**src/rtl/fetch_pc_unit.sv**
```systemverilog
// Fetch PC unit: issues word-aligned instruction fetches, buffers one fetched
// instruction for decode and handles branch/jump redirects, including
// redirects that arrive while a fetch is still outstanding.
module fetch_pc_unit #(
   parameter logic [31:0] RESET_PC = 32'h0000_0000
) (
   input  logic        clk,
   input  logic        rst_n,
   input  logic        redirect_valid,
   input  logic [31:0] redirect_pc,
   output logic        imem_req,
   output logic [31:0] imem_addr,
   input  logic        imem_ack,
   input  logic [31:0] imem_rdata,
   output logic        if_valid,
   output logic [31:0] if_pc,
   output logic [31:0] if_instr,
   input  logic        id_ready
);

   typedef enum logic [1:0] {
      StReq,
      StDrain,
      StHold
   } state_e;

   state_e      state_q, state_d;
   logic        run_q;
   logic [31:0] pc_q, pc_d;
   logic [31:0] pend_q, pend_d;
   logic        if_valid_q, if_valid_d;
   logic [31:0] if_pc_q, if_pc_d;
   logic [31:0] if_instr_q, if_instr_d;

   logic [31:0] target;
   logic        ack;

   // Low two bits of a redirect target are dropped, not trusted.
   assign target = redirect_pc & 32'hFFFF_FFFC;

   // run_q holds the request low until the first clock edge after reset release.
   assign imem_req  = run_q & (state_q != StHold);
   assign imem_addr = pc_q;
   assign ack       = imem_req & imem_ack;

   assign if_valid = if_valid_q;
   assign if_pc    = if_pc_q;
   assign if_instr = if_instr_q;

   // State, PC and instruction buffer registers.
   always_ff @(posedge clk or negedge rst_n) begin
      if (!rst_n) begin
         state_q    <= StReq;
         run_q      <= 1'b0;
         pc_q       <= RESET_PC;
         pend_q     <= RESET_PC;
         if_valid_q <= 1'b0;
         if_pc_q    <= 32'h0;
         if_instr_q <= 32'h0;
      end else begin
         state_q    <= state_d;
         run_q      <= 1'b1;
         pc_q       <= pc_d;
         pend_q     <= pend_d;
         if_valid_q <= if_valid_d;
         if_pc_q    <= if_pc_d;
         if_instr_q <= if_instr_d;
      end
   end

   // Next-state logic; a redirect always beats an ack or a decode handshake.
   always_comb begin
      state_d    = state_q;
      pc_d       = pc_q;
      pend_d     = pend_q;
      if_valid_d = if_valid_q;
      if_pc_d    = if_pc_q;
      if_instr_d = if_instr_q;

      if (run_q) begin
         unique case (state_q)
            StReq: begin
               if (redirect_valid) begin
                  if (ack) begin
                     // In-flight data is stale; refetch from the target right away.
                     pc_d = target;
                  end else begin
                     // Address must stay stable until the memory acks.
                     pend_d  = target;
                     state_d = StDrain;
                  end
               end else if (ack) begin
                  if_instr_d = imem_rdata;
                  if_pc_d    = pc_q;
                  if_valid_d = 1'b1;
                  state_d    = StHold;
               end
            end
            StDrain: begin
               if (ack) begin
                  pc_d    = redirect_valid ? target : pend_q;
                  state_d = StReq;
               end else if (redirect_valid) begin
                  pend_d = target;
               end
            end
            StHold: begin
               if (redirect_valid) begin
                  if_valid_d = 1'b0;
                  pc_d       = target;
                  state_d    = StReq;
               end else if (id_ready) begin
                  if_valid_d = 1'b0;
                  pc_d       = pc_q + 32'd4;
                  state_d    = StReq;
               end
            end
            default: begin
               state_d = StReq;
            end
         endcase
      end
   end

endmodule

```
**config.mk**
```make
export PLATFORM = sky130hd
export DESIGN_NAME = fetch_pc_unit
export DESIGN_NICKNAME = d
export VERILOG_FILES = /design/src/rtl/fetch_pc_unit.sv
export SDC_FILE = /design/constraint.sdc
export NUM_CORES = 1
export LEC_CHECK = 0
export CAP_MARGIN = 20
export CORE_MARGIN = 4
export CORE_UTILIZATION = 49
export DETAILED_ROUTE_END_ITERATION = 10
export PLACE_DENSITY = 0.83
export SYNTH_ARGS = -nofsm -noshare
export SYNTH_HDL_FRONTEND = slang
export SYNTH_SLANG_ARGS = --single-unit
```
**constraint.sdc**
```tcl
create_clock -name clk -period 2.6 [get_ports clk]
set_input_delay 0.39 -clock clk [delete_from_list [all_inputs] [get_ports clk]]
set_output_delay 0.39 -clock clk [all_outputs]
set_load 0.01 [all_outputs]
```
Yosys cells after proc, flatten, opt, wreduce, memory -nomap -nowiden
Cells that the tools add are included.
{ "classes": {"add_sub_neg": 1, "eq_ne": 12, "mux": 23, "bitwise_logic": 3, "reduce_logical": 9} }
{ "op_table": {"columns": ["op", "count"], "rows": [
  ["$mux W32", 9],
  ["$pmux W32 S3", 1],
  ["$pmux W32 S2", 1],
  ["$add A32 B3 Y32 const B", 1],
  ["$reduce_and A5 Y1", 3],
  ["$ne A2 B2 Y1 const B", 7],
  ["$mux W2", 6],
  ["$ne A3 B3 Y1 const B", 3],
  ["$pmux W2 S3", 1],
  ["$reduce_and A6 Y1", 1],
  ["$mux W1", 4],
  ["$reduce_and A4 Y1", 1],
  ["$reduce_bool A2 Y1", 2],
  ["$reduce_bool A3 Y1", 1],
  ["$and A1 B1 Y1", 2],
  ["$eq A2 B1 Y1 const B", 1],
  ["$eq A2 B2 Y1 const B", 1],
  ["$logic_not A2 Y1", 1],
  ["$pmux W1 S2", 1],
  ["$not A1 Y1", 1]
]} }
{ "totals": {"regBits": 132, "out_inout_bits": 98} }

Depth between registers and ports, before layout
Gate-level depths: netlist of run 1.
{ "logic_depth": {"ltp_word": 6, "ltp_mapped": 10, "mapped_depth_nobuf": 7} }

Worst setup path before layout of run 1
OpenSTA, ideal clock, no wires.
{ "synth_timing": {"path_kind": "register to register", "start": "register state_q[0]", "end": "register if_instr_q[0], in the netlist if_instr[0]", "setup_ps": 125, "t_arrival_ps": 2038, "required_time_ps": 2475, "path_slack_ps": 437, "path_stages_with_launch": 10, "cell_sequence": "dfrtp_1 -> inv_1 -> ha_1 -> clkbuf_1 -> inv_1 -> nand3_1 -> nor2_1 -> clkbuf_1 -> buf_2 -> mux2_2"} }
{ "synth_between": {"elab_chain_len": 4, "elab_cells_between_ends": 5, "cone_classes": "1 x eq/ne; 2 x bitwise; 2 x reduce/logical"} }
{ "synth_lines": {"columns": ["element", "line", "text"], "rows": [
  ["start: declaration", "27", "state_e state_q, state_d;"],
  ["start signal: assignment", "53", "state_q <= StReq;"],
  ["start signal: assignment", "61", "state_q <= state_d;"],
  ["$ne A2 B2 Y1", "42", "assign imem_req = run_q & (state_q != StHold);"],
  ["$and A1 B1 Y1", "42", null],
  ["$and A1 B1 Y1", "44", "assign ack = imem_req & imem_ack;"],
  ["$reduce_and A4 Y1 (no source line) *", null, null],
  ["end signal: assignment", "67", "if_instr_q <= if_instr_d;"],
  ["end: declaration", "33", "logic [31:0] if_instr_q, if_instr_d;"]
]} }
Mark *: on every way between the ends. The rest lies on a longest branch, timed or not.
A chain may end at the register's enable or synchronous reset.

Worst setup path after layout of run 1
{ "layout_timing": {"start": "register state_q[0]", "end": "output port imem_req"} }
{ "layout_between": {"elab_chain_len": 2} }
{ "layout_lines": {"columns": ["element", "line", "text"], "rows": [
  ["$ne A2 B2 Y1", "42", null],
  ["$and A1 B1 Y1", "42", null],
  ["end: declaration", "11", "output logic imem_req,"]
]} }
No other way between the ends.

==> results of run 1 <==
## cells by family after synthesis
family | after synthesis | synth area share [%]
AO/OA/AOI/OAI | 142 | 15.2
AND/OR/NAND/NOR | 133 | 10.8
flip-flops | 132 | 51.9
multiplexers | 100 | 17.6
buffers and inverters | 50 | 3.28
adder cells (fa/ha/maj) | 6 | 1.14
other | 1 | 0.0589
## report_power, final
group | internal [mW] | leakage [nW] | switching (mW)
clock | 1.45 | 0.277 | 0.853
sequential | 3.01 | 1.63 | 0.828
combinational | 2.65 | 1.81 | 2.19
## state kept, by name (all words and copies together) (netlist names)
| register | cells |
|---|---|
| if_instr | 32 |
| if_pc | 32 |
| state_q | 2 |
| run_q | 1 |
| pend_q | 32 |
| imem_addr | 32 |
| if_valid | 1 |
## layout make-up
type,instances,area (um2)
tap,172,215
clock inverter,9,104
clock buffer,23,468
multi-input combinational,382,2870
sequential,132,3300
timing repair buffer,189,1900
fill,934,3780
inverter,11,41.3
## worst max-delay path, delay by kind of cell, from the launching register on
kind | cells | cell delay [ps]
and+or+nand+nor | 1 | 150
adders and majority gates | 1 | 340
DFF | 1 | 400
buffers and inverters | 2 | 620
## layout by cell type (no fill, tap or decap), types with 7 or more instances in the layout
cell | synthesis | layout
nand3_1 | 10 | 10
a31oi_1 | 12 | 12
nand2_1 | 29 | 29
mux2_2 | 98 | 98
nor2_1 | 34 | 33
a21oi_1 | 14 | 14
a221oi_1 | 7 | 7
and3_1 | 9 | 9
nand4_1 | 11 | 11
dfrtp_1 | 132 | 132
inv_1 | 10 | 10
clkdlybuf4s50_1 | 0 | 163
buf_4 | 1 | 19
nor2b_1 | 8 | 8
nand2b_1 | 7 | 7
clkbuf_16 | 0 | 17
nor3_1 | 7 | 7
o21ai_0 | 53 | 53
a222oi_1 | 8 | 8
## final timing paths
check | to | slack (ps) | cells past startpoint
max | imem_req | 270 | 4
min | if_valid | 480 | 1
max reg2reg | imem_addr[13] | 280 | 8
min reg2reg | if_valid | 480 | 1
max in group asynchronous | if_pc[5] | 1380 | 3
min in group asynchronous | pend_q[20] | 520 | 2
## per-layer routing
layer  vias up  routed length, um
met5         -                  0
met2       295               9210
met4         0                295
met3        31               1650
li1       2438                  -
met1      2693               7020
## metrics by stage
step           cells  setup WS, ps  hold WS (ps)
2_1_floorplan    564           437          94.4
3_3_place_gp     885           312           404
3_5_place_dp     885           284           407
4_1_cts          918           256           487
5_1_grt          918           154           513
6_report         918           272           483
==> results.cfg, run 1 <==
[sta]
finalSetupViolCount = 0
slew_violations = 0
rsz0062_at_grt = no
fin_crit_ps = 2330
slew_headroom_pct = 50.8
timing.fmax_mhz = 430
skew_ps = 6.50
final.setup.tns_ps = 0
finalCritPeriodShare_pct = 89.5
hold_violations = 0
worstMarginPinSlew_ps = 733

[clocking]
cts_root_buf = clkbuf_16
cts-resized-gates = 0
hold_buffers = 1
clock_path_buffers = 2
path_clk_slew_ps = 50
clkLatencyLatePin_ps = 420
cts_setup_buffers = 0
cts_tree = yes
htreeDepth = 4
clock_sinks = 132
cts_made_buffers = 17

[cells_and_area]
synthToLayoutAreaGrowth_pct = 39.7
final_net_count = 807
final_util_pct = 70.2
finish.instance_area_um2 = 8890
antennaDiodeCount = 0
drive_gt1_share_pct = 21.3

[route]
first_pass_iters = 6
viasPerCell = 5.94
final_antenna_net_count = 0
drt_drc_violations_left = 0
wl_per_cell_um = 19.8
drt_wl_total_mm = 18.2
drtIter0Drc = 512
vias = 5457

[global_routing]
grt_busiest_layer = met2
use_met3_pct = 6.82
antenna_found_initial = 0
gr-usage-all-layers_pct = 25.4
use_met2_pct = 42.4
grt_use_met1_pct = 31.9
grt_pass1_wl_mm = 29.5
grt_max_degree = 61
grt_pass1_vias = 5710
grt_remaining_overflow = 0

[place]
gp_congestion = 0.900
dp_hpwl_mm = 12.6
dpl_cell_area_um2 = 8310
portBuffers = 164

[logic_synthesis]
synth_top_area_share_pct = 51.9
syn_nets = 638
syn_avg_cell_area_um2 = 11.3
synth_area_um2 = 6370
yosys_register_bits = 132
synthCells = 564
synth_edf_count = 0
yosys-top-cells-count = 132 x dfrtp_1, 98 x mux2_2, 53 x o21ai_0, 34 x nor2_1, 29 x nand2_1
async_reset_ff_share_pct = 100
yosysTopAreaCell = dfrtp_1
ys.flop_type = dfrtp_1
synth-seq-area-share_pct = 51.9
yosysMostFrequentCell = dfrtp_1
yosys-top-cells-area = dfrtp_1 52%, mux2_2 17%, o21ai_0 4.2%
synth_cell_type_count = 55
ys_warn_count = 0

[critical_path]
worstPathArrival_ps = 1940
path_cells = inv_1 > ha_1 > nor2b_1 > clkdlybuf4s50_1
cp-end-kind = output port
critPathLaunch = state_q[0]
criticalPathCategory = register to output port
worstPathMaxFanout = 11
critPathSlowestCell = clkdlybuf4s50_1
critPathLaunchType = register
critical_path.max_stage_delay_ps = 540
crit_required_ps = 2210
reg2reg_from = state_q[1]

[status]
outcome = completed

[floorplanning]
initial_core_util_pct = 50.2
die-height_um = 122
ios = 167
design.core.area_um2 = 12700
num_rows = 41
fp.dieArea_um2 = 14900
die_w_um = 122

[pwr]
p_total_mw = 11.0
p_leak_nw = 3.72
p_per_area_nw_per_um2 = 1240
ir_drop_uv = 769

[min_path]
hold_path.class = register to register
min_from = if_valid

[run]
cap_violations = 0
Note: power is estimated with default switching activity, not from simulation.
==> run 2, diff against run 1 <==
- CORE_UTILIZATION: 49 -> 51
- CTS_BUF_LIST: default -> sky130_fd_sc_hd__clkbuf_8
- PLACE_DENSITY: 0.83 -> 0.86
==> run 2 against run 1 <==
  * Total power is 5.5% lower
  * Die area fell by 3.7%
  * Via count rose by 1.1%
  * Highest routed layer unchanged
==> results.cfg, run 2 (synthesized netlist as in run 1, its figures left out) <==
[status]
outcome = completed

[sta]
finalWorstSetupSlack_ps = 254
finalSetupViolCount = 0
fin_crit_ps = 2350
slew_violations = 0
finalCritPeriodShare_pct = 90.2
timing.fmax_mhz = 426
slew_headroom_pct = 49.0
skew_ps = 10.3
hold_violations = 0
hold_ws_ps = 476
worstMarginPinSlew_ps = 759
rsz0062_at_grt = no
final.setup.tns_ps = 0

[cells_and_area]
final_net_count = 808
final_util_pct = 72.1
ff_latch_area_um2 = 3300
final_common_cell = clkdlybuf4s50_1
multi_input_area_um2 = 2870
synthToLayoutAreaGrowth_pct = 37.1
antennaDiodeCount = 0
drive_gt1_share_pct = 21.7
final_cell_mix = 163 x clkdlybuf4s50_1, 132 x dfrtp_1, 98 x mux2_2
fin_cells = 915
fill_cells = 879

[place]
place_ws_ps = 103
portBuffers = 164
gp_congestion = 0.903
place_inst = 882
dp_hpwl_mm = 12.9

[critical_path]
crit_required_ps = 2210
critPathLaunch = state_q[0]
reg2reg_from = state_q[0]
worstPathArrival_ps = 1960
worstPathMaxFanout = 11
cp-end-kind = output port
criticalPathCategory = register to output port
critPathLaunchType = register

[clocking]
cts_setup_buffers = 0
cts-resized-gates = 0
hold_buffers = 1
clock_sinks = 132
clkLatencyLatePin_ps = 430
cts_tree = yes
path_clk_slew_ps = 60
htreeDepth = 4
cts_root_buf = clkbuf_8
cts_made_buffers = 17
clock_path_buffers = 2

[floorplanning]
initial_core_util_pct = 52.6
num_rows = 40
ios = 167
die_w_um = 120
fp.dieArea_um2 = 14300
die-height_um = 120
design.core.area_um2 = 12100

[min_path]
hold_path.class = register to register
min_from = if_valid

[pwr]
ir_drop_uv = 821
p_leak_nw = 3.66
p_per_area_nw_per_um2 = 1190

[route]
viasPerCell = 6.03
drtIter0Drc = 607
vias = 5515
drt_drc_violations_left = 0
wl_per_cell_um = 19.8
drt_wl_total_mm = 18.1
first_pass_iters = 6
final_antenna_net_count = 0

[run]
cap_violations = 0

[global_routing]
grt_pass1_vias = 5558
gr-usage-all-layers_pct = 25.5
grt_max_degree = 71
grt_pass1_wl_mm = 28.9
grt_remaining_overflow = 0
antenna_found_initial = 0
-- run 2: final cells by class --
type	count	share of cell area [%]
Multi-Input combinational cell	382	32.8
Tap cell	168	2.41
Timing Repair Buffer	190	21.7
Clock buffer	23	3.63
Clock inverter	9	1.16
Inverter	11	0.473
Sequential cell	132	37.8
-- run 2: worst max-delay path: stages (launching register included) --
cell             delay (ps)
dfrtp_1                 410
inv_1                    90
ha_1                    340
nor2b_1                 150
clkdlybuf4s50_1         540
-- run 2: per-stage QoR --
step / instance area, um2 / power [mW]
floorplan: 6370 / 6.16
global placement: 8300 / 8.39
detailed placement: 8300 / 8.61
CTS: 8730 / 10.4
global route: 8730 / 11.0
finish: 8730 / 10.4
-- run 2: power breakdown --
part	leakage, nW	total (mW)	internal (mW)	switching (mW)
Sequential	1.63	3.80	3.01	0.791
Clock	0.217	1.77	0.998	0.769
Combinational	1.81	4.83	2.62	2.21
-- run 2: final timing paths --
check                                endpoint  slack [ps]  cells past startpoint
worst max-delay path                 imem_req         250                      4
worst min-delay path                 if_valid         480                      1
worst max register to register  imem_addr[24]         360                      8
worst min register to register       if_valid         480                      1
max in group asynchronous       imem_addr[19]        1360                      3
min in group asynchronous          pend_q[22]         540                      2
-- run 2: layer usage --
metal | up-vias | global-route usage (%) | share of wire (%)
met5 | - | 0 | 0
met4 | 0 | 9.88 | 2.6
met3 | 53 | 6.64 | 8.4
met2 | 336 | 42.8 | 51
met1 | 2682 | 31.6 | 38
li1 | 2444 | - | -
